File: config.mk
export PLATFORM = sky130hd
export DESIGN_NAME = tqvp_irq_arbiter
export DESIGN_NICKNAME = d
export VERILOG_FILES = /design/src/rtl/tqvp_irq_arbiter.sv
export SDC_FILE = /design/constraint.sdc
export NUM_CORES = 1
export LEC_CHECK = 0
export ABC_CLOCK_PERIOD_IN_PS = 2500
export CORE_MARGIN = 2
export CORE_UTILIZATION = 46
export CTS_CLUSTER_DIAMETER = 50
export DETAILED_ROUTE_END_ITERATION = 8
export MAX_ROUTING_LAYER = met4
export PLACE_DENSITY = 0.74
export SYNTH_ARGS = -nofsm -noshare
export SYNTH_HDL_FRONTEND = slang
export SYNTH_SLANG_ARGS = --single-unit
File: constraint.sdc
create_clock -name clk -period 2.5 [get_ports clk]
set_input_delay 0.5 -clock clk [delete_from_list [all_inputs] [get_ports clk]]
set_output_delay 0.5 -clock clk [all_outputs]
set_load 0.05 [all_outputs]
File: src/rtl/tqvp_irq_arbiter.sv
// ---------------------------------------------------------------------------
// tqvp_irq_arbiter
//
// Interrupt arbiter living in one 64-byte TinyQV user-peripheral slot.
// Collects the user peripheral interrupt lines, latches them as edge- or
// level-sensitive pending requests, picks the lowest-index enabled pending
// source and presents a single registered interrupt to the core. The core
// claims an interrupt by reading CLAIM and completes it by writing the same
// ID back to CLAIM.
//
// Register map (byte address, zero-extended to 32 bits on read):
//   0x00 ENABLE  RW  bit i enables source i
//   0x04 PENDING R   write-1-to-clear, edge-mode sources only
//   0x08 MODE    RW  bit i: 1 = rising edge, 0 = level
//   0x0C CLAIM   read = claim ID, write = completion
//   0x10 STATUS  R   bit 8 = ACTIVE, bits [4:0] = in-service ID
//
// Ports:
//   clk           clock
//   rst_n         synchronous active-low reset
//   irq_in        raw interrupt lines, synchronous to clk (source i = user irq i+2)
//   address       register byte address within the slot
//   data_in       write data
//   data_write_n  11 none, 00 8-bit, 01 16-bit, 10 32-bit
//   data_read_n   11 none, 00 8-bit, 01 16-bit, 10 32-bit
//   data_out      registered read data, held until the next read
//   data_ready    one-cycle pulse, read data valid
//   irq_out       registered interrupt request to the core
// ---------------------------------------------------------------------------
module tqvp_irq_arbiter #(
  parameter int N_SRC = 14
) (
  input  logic             clk,
  input  logic             rst_n,
  input  logic [N_SRC-1:0] irq_in,
  input  logic [5:0]       address,
  input  logic [31:0]      data_in,
  input  logic [1:0]       data_write_n,
  input  logic [1:0]       data_read_n,
  output logic [31:0]      data_out,
  output logic             data_ready,
  output logic             irq_out
);

  localparam logic [5:0] ADDR_ENABLE  = 6'h00;
  localparam logic [5:0] ADDR_PENDING = 6'h04;
  localparam logic [5:0] ADDR_MODE    = 6'h08;
  localparam logic [5:0] ADDR_CLAIM   = 6'h0C;
  localparam logic [5:0] ADDR_STATUS  = 6'h10;

  typedef enum logic {
    IDLE   = 1'b0,
    ACTIVE = 1'b1
  } state_t;

  state_t           state, state_next;
  logic [4:0]       in_service_id, in_service_next;

  logic [N_SRC-1:0] enable;
  logic [N_SRC-1:0] mode;
  logic [N_SRC-1:0] pending, pending_next;
  logic [N_SRC-1:0] irq_prev;

  logic             read_req, write_req;
  logic             claim_rd, claim_wr;
  logic             complete_ok;
  logic             take_claim;
  logic [N_SRC-1:0] wr_mask;
  logic [N_SRC-1:0] wr_bits;
  logic [N_SRC-1:0] w1c;
  logic [N_SRC-1:0] claim_clr;
  logic [N_SRC-1:0] edge_set;
  logic [N_SRC-1:0] req;
  logic             cand_valid;
  logic [4:0]       cand_idx;
  logic [4:0]       cand_id;
  logic [31:0]      rd_data;

  // Upper data bits beyond the source count are never stored.
  logic unused_data_bits;
  assign unused_data_bits = ^data_in[31:N_SRC];

  assign read_req  = (data_read_n  != 2'b11);
  assign write_req = (data_write_n != 2'b11);
  assign claim_rd  = read_req  && (address == ADDR_CLAIM);
  assign claim_wr  = write_req && (address == ADDR_CLAIM);

  // 8-bit writes only touch bits [7:0]; wider writes cover every source.
  always_comb begin
    wr_mask = '0;
    for (int i = 0; i < N_SRC; i++) begin
      wr_mask[i] = (data_write_n != 2'b00) || (i < 8);
    end
  end

  assign wr_bits  = data_in[N_SRC-1:0] & wr_mask;
  assign w1c      = (write_req && (address == ADDR_PENDING)) ? wr_bits : '0;
  assign edge_set = irq_in & ~irq_prev;
  assign req      = pending & enable;

  // Fixed priority: lowest index wins. Uses the registered ENABLE, so a
  // claim coinciding with an ENABLE write arbitrates on the old value.
  always_comb begin
    cand_valid = 1'b0;
    cand_idx   = '0;
    for (int i = N_SRC - 1; i >= 0; i--) begin
      if (req[i]) begin
        cand_valid = 1'b1;
        cand_idx   = 5'(i);
      end
    end
  end

  assign cand_id     = cand_valid ? (cand_idx + 5'd1) : 5'd0;
  assign complete_ok = claim_wr && (data_in[4:0] == in_service_id);

  // FSM state register, together with the in-service ID it tracks.
  always_ff @(posedge clk) begin
    if (!rst_n) begin
      state         <= IDLE;
      in_service_id <= '0;
    end else begin
      state         <= state_next;
      in_service_id <= in_service_next;
    end
  end

  // Next-state logic. A completion write in the same cycle as a CLAIM read
  // wins, so the read then has no side effects.
  always_comb begin
    state_next = state;
    case (state)
      IDLE:    if (claim_rd && !claim_wr && cand_valid) state_next = ACTIVE;
      ACTIVE:  if (complete_ok)                         state_next = IDLE;
      default: state_next = IDLE;
    endcase
  end

  // FSM outputs: claim side effects and the in-service ID update.
  always_comb begin
    take_claim      = (state == IDLE) && claim_rd && !claim_wr && cand_valid;
    in_service_next = in_service_id;
    claim_clr       = '0;
    if (take_claim) begin
      in_service_next = cand_id;
      for (int i = 0; i < N_SRC; i++) begin
        claim_clr[i] = (cand_idx == 5'(i));
      end
    end else if ((state == ACTIVE) && complete_ok) begin
      in_service_next = '0;
    end
  end

  // Edge sources: a new edge beats any clear in the same cycle.
  // Level sources: follow the input, clears have no effect.
  assign pending_next = (mode & (edge_set | (pending & ~(w1c | claim_clr))))
                      | (~mode & irq_in);

  always_comb begin
    rd_data = '0;
    case (address)
      ADDR_ENABLE:  rd_data = 32'(enable);
      ADDR_PENDING: rd_data = 32'(pending);
      ADDR_MODE:    rd_data = 32'(mode);
      ADDR_CLAIM:   rd_data = 32'((state == ACTIVE) ? in_service_id : cand_id);
      ADDR_STATUS:  rd_data = {23'd0, (state == ACTIVE), 3'd0, in_service_id};
      default:      rd_data = '0;
    endcase
  end

  // Source registers, read port and the registered interrupt output.
  always_ff @(posedge clk) begin
    if (!rst_n) begin
      enable     <= '0;
      mode       <= '0;
      pending    <= '0;
      irq_prev   <= '0;
      data_out   <= '0;
      data_ready <= 1'b0;
      irq_out    <= 1'b0;
    end else begin
      irq_prev <= irq_in;
      pending  <= pending_next;
      if (write_req && (address == ADDR_ENABLE)) begin
        enable <= (enable & ~wr_mask) | wr_bits;
      end
      if (write_req && (address == ADDR_MODE)) begin
        mode <= (mode & ~wr_mask) | wr_bits;
      end
      data_ready <= read_req;
      if (read_req) begin
        data_out <= rd_data;
      end
      irq_out <= (state == IDLE) && (|req);
    end
  end

endmodule
# Yosys cells after proc, flatten, opt, wreduce, memory -nomap -nowiden
# Index checks and enable logic that the tools add are counted.
[classes]
n_lt_le_gt_ge = 0
n_bitwise = 18
n_div = 0
muxes = 38
shifts = 0
reduce_logical = 19
addsub = 1
mul = 0
eq_ne = 20
[ops]
columns = ["cell", "n"]
rows = [
  ["bitwise AND 14 bit", 8],
  ["two-way mux 5 bit", 17],
  ["OR 14 bit", 5],
  ["one-hot mux 14 bit (5 select lines)", 1],
  ["inverter 14 bit", 4],
  ["== test 5 x 4 -> 1 bit, second input constant", 6],
  ["two-way mux 14 bit", 2],
  ["== test 5 x 3 -> 1 bit, second input constant", 4],
  ["two-way mux 1 bit", 16],
  ["OR reduction 14 bit", 1],
  ["logical AND 1 bit", 13],
  ["== test 6 x 4 -> 1 bit, second input constant", 2],
  ["== test 5 x 2 -> 1 bit, second input constant", 2],
  ["== test 6 x 3 -> 1 bit, second input constant", 1],
  ["== test 6 x 5 -> 1 bit, second input constant", 1],
  ["zero test 6 bit", 1],
  ["adder 5 x 1 -> 5 bit, second input constant", 1],
  ["== test 5 x 1 -> 1 bit, second input constant", 1],
  ["== test 5 bit", 1],
  ["zero test 5 bit", 1],
  ["two-way mux 4 bit", 1],
  ["!= test 2 bit, second input constant", 2],
  ["nonzero test 2 bit", 2],
  ["one-hot mux 1 bit (2 select lines)", 1],
  ["2 further kinds", 2],
]
[word_totals]
reg_bits = 96
ramBits = 0
output_inout_bits = 34
mem_count = 0
latch_bits = 0
word_cells = 105
mem_bits_ro = 0

# Logic depth before layout (Yosys ltp)
[depth]
ltp_word = 23
mapped_depth = 8
depth_no_buf = 8

# Worst setup path after synthesis
# Ideal clock, no wire load.
[synth_timing]
kind = "flip-flop to flip-flop"
start = "register pending[3]"
end = "register data_out[1]"
setup_ps = 74
synth_period_minus_slack_ps = 2515
t_required_ps = 2426
setup_slack_ps = -15
path_stages_with_launch = 9
arrival_time_ps = 2441
cell_sequence = "dfxtp_1 > nand2_1 > a32oi_1 > o21ai_0 > a222oi_1 > inv_1 > ha_1 > or4_2 > a31oi_1"
[synth_via]
elab_chain_len = 9
[synth_lines]
columns = ["item", "line", "source"]
rows = [
  ["start, declared", "61", "logic [N_SRC-1:0] pending, pending_next;"],
  ["start signal, assigned", "183", "pending <= pending_next;"],
  ["bitwise AND 14 bit (*)", "99", "assign req = pending & enable;"],
  ["two-way mux 5 bit (4 in series)", "107", "if (req[i]) begin"],
  ["adder 5 x 1 -> 5 bit", "114", "assign cand_id = cand_valid ? (cand_idx + 5'd1) : 5'd0;"],
  ["two-way mux 5 bit (*)", "114", ""],
  ["two-way mux 5 bit (*)", "165", "ADDR_CLAIM: rd_data = 32'((state == ACTIVE) ? in_service_id : cand_id);"],
  ["one-hot mux 14 bit (5 select lines) (*)", "161", "case (address)"],
  ["end signal, assigned", "192", "data_out <= rd_data;"],
  ["end, declared", "40", "output logic [31:0] data_out,"],
]
# Every way passes the cells marked *; elsewhere a longest branch is shown, timed or not.
# A chain may end at the register's enable or synchronous reset.

# Worst setup path in the final report
[layout_timing]
start = "register pending[3]"
end = "register pending[13]"
[layout_via]
elab_chain_len = 13
[layout_lines]
columns = ["item", "line", "source"]
rows = [
  ["bitwise AND 14 bit (*)", "99", ""],
  ["two-way mux 5 bit / two-way mux 1 bit (equally long branches) (4 in series)", "107", ""],
  ["== test 5 x 4 -> 1 bit / logical AND 1 bit (equally long branches)", "147, 141", ""],
  ["two-way mux 14 bit (*)", "144", "if (take_claim) begin"],
  ["OR 14 bit (*)", "156", "assign pending_next = (mode & (edge_set | (pending & ~(w1c | claim_clr))))"],
  ["inverter 14 bit (*)", "156", ""],
  ["bitwise AND 14 bit (*)", "156", ""],
  ["OR 14 bit (*)", "156", ""],
  ["bitwise AND 14 bit (*)", "156", ""],
  ["OR 14 bit (*)", "157", "| (~mode & irq_in);"],
]
# Marked as above.

==> metrics.md <==
| Metric | Value |
|---|---|
| Final estimated routing congestion in global placement | `0.8998` |
| Synth top area share | `0.3890` |
| Buffer type at the clock tree root | `sky130_fd_sc_hd__clkbuf_8` |
| Top-level I/O count | `92` |
| Floorplan die width | `97.41 um` |
| Starting density of the core | `0.4671` |
| Die Y | `97.41 um` |
| Number of flip-flops and latches in the synthesized netlist | `78` |
| Max-cap violations | `0` |
| Most used DFF post-synth | `sky130_fd_sc_hd__dfxtp_1` |
| Sort of element at the end of the critical path | `flop` |
| Startpoint class of the critical path | `flop` |
| Commonest non-fill, non-tap cell in the layout | `sky130_fd_sc_hd__dfxtp_1` |
| Clock buffers created by TritonCTS | `9` |
| H-tree depth reported by CTS | `3` |
| Min-delay worst type | `flop to flop` |
| Power per standard cell area | `522.6 nW/um2` |
| Post-route ant nets | `0` |
| Required @ worst endpoint | `2770 ps` |
| R2r endpoint | `pending[13]$_SDFF_PN0_` |
| CTS tree | `done` |
| Static Leakage | `2.105 nW` |
| Max transition margin | `0.6106` |
| Synth async-reset ratio | `0` |
| Average wire per cell in the routed design | `16.71 um` |
| Data arrival time of the worst path | `2680 ps` |
| Area enclosed by the die boundary | `9489 um2` |
| CORE AREA | `8593 um2` |
| Proportion of layout cells with a drive suffix above 1 | `0.1697` |
| Residual DRC | `0` |
| Global routing usage summed across all routing layers | `0.2409` |
| Count of flip-flops with a built-in enable after synthesis | `0` |
| Maximum clock rate | `0.4150 GHz` |
| Setup Skew | `9.406 ps` |
| Hold violation total from the final report | `0` |
| Number of placed cells counting well taps | `635` |
| RSZ-0062 raised after global routing | `no` |
| Min Clock Period, post-route | `2410 ps` |
| Cell accounting for the most synthesized area | `sky130_fd_sc_hd__dfxtp_1` |
| Final critical-path share of the clock period | `0.9639` |
| Actual transition at the worst max-transition pin | `579.8 ps` |
| Number of search-and-repair iterations in the first detailed-routing pass | `5` |
| Layout net count | `603` |
| Number of warnings reported in the yosys synthesis log | `0` |
| Number of design-rule violations left by the first detailed-router iteration | `279` |
| Setup violations, final | `0` |
| Commonest cells after routing, fill and taps aside | `sky130_fd_sc_hd__dfxtp_1 (74), sky130_fd_sc_hd__nand2_1 (67), sky130_fd_sc_hd__clkdlybuf4s50_1 (53)` |
| Hold buffers post-CTS | `0` |
| Post-Place Setup Slack | `-273.2 ps` |
| Clk slew on worst S/H paths | `80 ps` |
| Reg2Reg Launch Point | `pending[3]$_SDFF_PN0_` |
| Via total after detailed routing | `3,653` |
| Final worst hold slack | `463.5 ps` |
| Average cell area after synthesis | `8.920 um2` |
| Fin cells | `656` |
| Diode insertion count for antenna repair | `0` |
| Synthesized cell area | `4014 um2` |
| Layout overhead on the synthesized area | `29.93%` |
| Max Root-Sink Buffers | `2` |
| Worst R2R Setup Slack | `90 ps` |
| Clock network latency to the later pin of the worst-skew pair | `370 ps` |
| Number of antenna violations at the first check in global routing | `0` |
| Type of the worst setup path | `flop to flop` |
| Max Transition Viols Final | `0` |
| Number of vias per cell after detailed routing | `5.569` |
| Outcome | `complete, no violations` |
| Number of cells on the worst reg-to-reg path | `12` |
| Termination of the worst setup path | `pending[13]$_SDFF_PN0_` |
| Number of buffers inserted by port buffering | `55` |
| # clock sinks | `78` |
| Crit path from | `pending[3]$_SDFF_PN0_` |
| Post-detail-place hpwl | `8125 um` |
| Post-synthesis instance total | `450` |
| Post-synthesis cell type count | `57` |
| Worst voltage drop across the vdd grid | `290.8 uV` |
| Leading post-synthesis cells by cell area | `sky130_fd_sc_hd__dfxtp_1 (39%), sky130_fd_sc_hd__mux2i_1 (9.0%), sky130_fd_sc_hd__nand2_1 (6.5%)` |
| Maximum fanout along the worst path | `4` |
| Global-route wire length before repair | `17,670 um` |
| Site row count | `34` |
| Total wire length | `10,960 um` |
| Number of global-route vias before repair | `3,487` |
| Share of the yosys chip area belonging to registers | `0.3890` |
| Pin count of the biggest net entering global routing | `37` |
| Sum of overflow across all layers after global routing | `0` |
| Setup slack after layout | `90.33 ps` |
[cell type report]
cell class / count / area (um2)
clock inverters: 6 / 110.1
flip-flops and latches: 78 / 1567
fillers: 754 / 3378
well taps: 108 / 135.1
inverters: 3 / 11.26
repair buffers: 103 / 933.4
clock buffers: 10 / 127.6
multi-input cells: 348 / 2331
[cell families (layout without fill, tap and decap cells)]
| logic type | count (synthesis) | after routing | synth area share |
|---|---|---|---|
| and+or+nand+nor | 183 | 183 | 0.2562 |
| AOI/OAI and AO/OA | 102 | 102 | 0.1849 |
| DFF | 78 | 78 | 0.3890 |
| buffers and inverters | 41 | 122 | 0.05767 |
| muxes | 36 | 36 | 0.08978 |
| xor gates and xnor gates | 7 | 7 | 0.01527 |
| adders and majority gates | 2 | 2 | 0.006233 |
| other | 1 | 18 | 0.0009343 |
[metal layers]
layer / global-route usage / up-vias / share of wire
li1: - / 1767 / -
met1: 0.3106 / 1718 / 0.44
met2: 0.3751 / 143 / 0.46
met3: 0.06043 / 25 / 0.070
met4: 0.07372 / 0 / 0.023
met5: - / - / 0
[power breakdown]
part | internal [mW] | switching (mW)
sequential | 1.27 | 0.0192
combinational | 0.124 | 0.172
clock | 0.661 | 0.480
[synthesized netlist by cell type, types with 2 or more instances]
cell	number
sky130_fd_sc_hd__dfxtp_1	78
sky130_fd_sc_hd__nand2_1	69
sky130_fd_sc_hd__mux2i_1	36
sky130_fd_sc_hd__nor2b_1	35
sky130_fd_sc_hd__and2_1	21
sky130_fd_sc_hd__buf_4	19
sky130_fd_sc_hd__nand3_1	18
sky130_fd_sc_hd__o21ai_0	17
sky130_fd_sc_hd__a21oi_1	16
sky130_fd_sc_hd__a22oi_1	14
sky130_fd_sc_hd__clkbuf_1	12
sky130_fd_sc_hd__a221oi_1	11
sky130_fd_sc_hd__nor2_1	8
sky130_fd_sc_hd__a21o_1	7
sky130_fd_sc_hd__a22o_1	7
sky130_fd_sc_hd__a21boi_0	5
sky130_fd_sc_hd__buf_2	5
sky130_fd_sc_hd__a31oi_1	4
sky130_fd_sc_hd__xnor2_1	4
sky130_fd_sc_hd__inv_1	3
sky130_fd_sc_hd__nand2b_1	3
sky130_fd_sc_hd__o211ai_1	3
sky130_fd_sc_hd__o2bb2ai_1	3
sky130_fd_sc_hd__o41ai_1	3
sky130_fd_sc_hd__or3_1	3
sky130_fd_sc_hd__xor2_1	3
sky130_fd_sc_hd__a22oi_2	2
sky130_fd_sc_hd__a32oi_1	2
sky130_fd_sc_hd__and3_1	2
sky130_fd_sc_hd__buf_1	2
sky130_fd_sc_hd__ha_1	2
sky130_fd_sc_hd__nand3b_1	2
sky130_fd_sc_hd__nand4_1	2
sky130_fd_sc_hd__nor3_1	2
sky130_fd_sc_hd__nor3_2	2
sky130_fd_sc_hd__nor3_4	2
sky130_fd_sc_hd__or4_1	2
sky130_fd_sc_hd__or4_4	2
[worst max-delay path, cell delays in order, from the launching register on]
cell	delay [ps]
sky130_fd_sc_hd__dfxtp_2	350
sky130_fd_sc_hd__nand2_2	70
sky130_fd_sc_hd__a32oi_2	250
sky130_fd_sc_hd__o21ai_2	90
sky130_fd_sc_hd__a222oi_1	380
sky130_fd_sc_hd__buf_4	180
sky130_fd_sc_hd__buf_4	90
sky130_fd_sc_hd__buf_4	90
sky130_fd_sc_hd__buf_4	90
sky130_fd_sc_hd__buf_4	120
sky130_fd_sc_hd__ha_2	270
sky130_fd_sc_hd__nand2_1	80
sky130_fd_sc_hd__a22o_1	230
[worst min path at each step]
stage / start / to / cells past startpoint
6_report: data_out[8]$_SDFFE_PN0P_ / data_out[8]$_SDFFE_PN0P_ / 2
5_1_grt: irq_prev[9]$_SDFF_PN0_ / pending[9]$_SDFF_PN0_ / 2
4_1_cts: data_out[8]$_SDFFE_PN0P_ / data_out[8]$_SDFFE_PN0P_ / 2
3_5_place_dp: data_out[8]$_SDFFE_PN0P_ / data_out[8]$_SDFFE_PN0P_ / 2
3_3_place_gp: irq_prev[6]$_SDFF_PN0_ / pending[6]$_SDFF_PN0_ / 2
2_1_floorplan: irq_prev[0]$_SDFF_PN0_ / pending[0]$_SDFF_PN0_ / 3
[stage by stage]
step           utilization  instance area (um2)  setup TNS (ps)  total power [mW]
2_1_floorplan            -                 4078               0             1.497
3_3_place_gp        0.5686                 4886           -3667             1.602
3_5_place_dp        0.5686                 4886           -5026             1.606
4_1_cts             0.6012                 5166               0             2.733
5_1_grt             0.6069                 5215               0             2.811
6_report            0.6069                 5215               0             2.725
[what timing repair did]
item,in CTS,in global routing
setup endpoints to repair,1,10
pin swaps,2,8
gates resized for setup,2,13
buffers inserted,4,1
hold endpoints to repair,0,0
No activity file was read; power rests on OpenSTA's default activity.
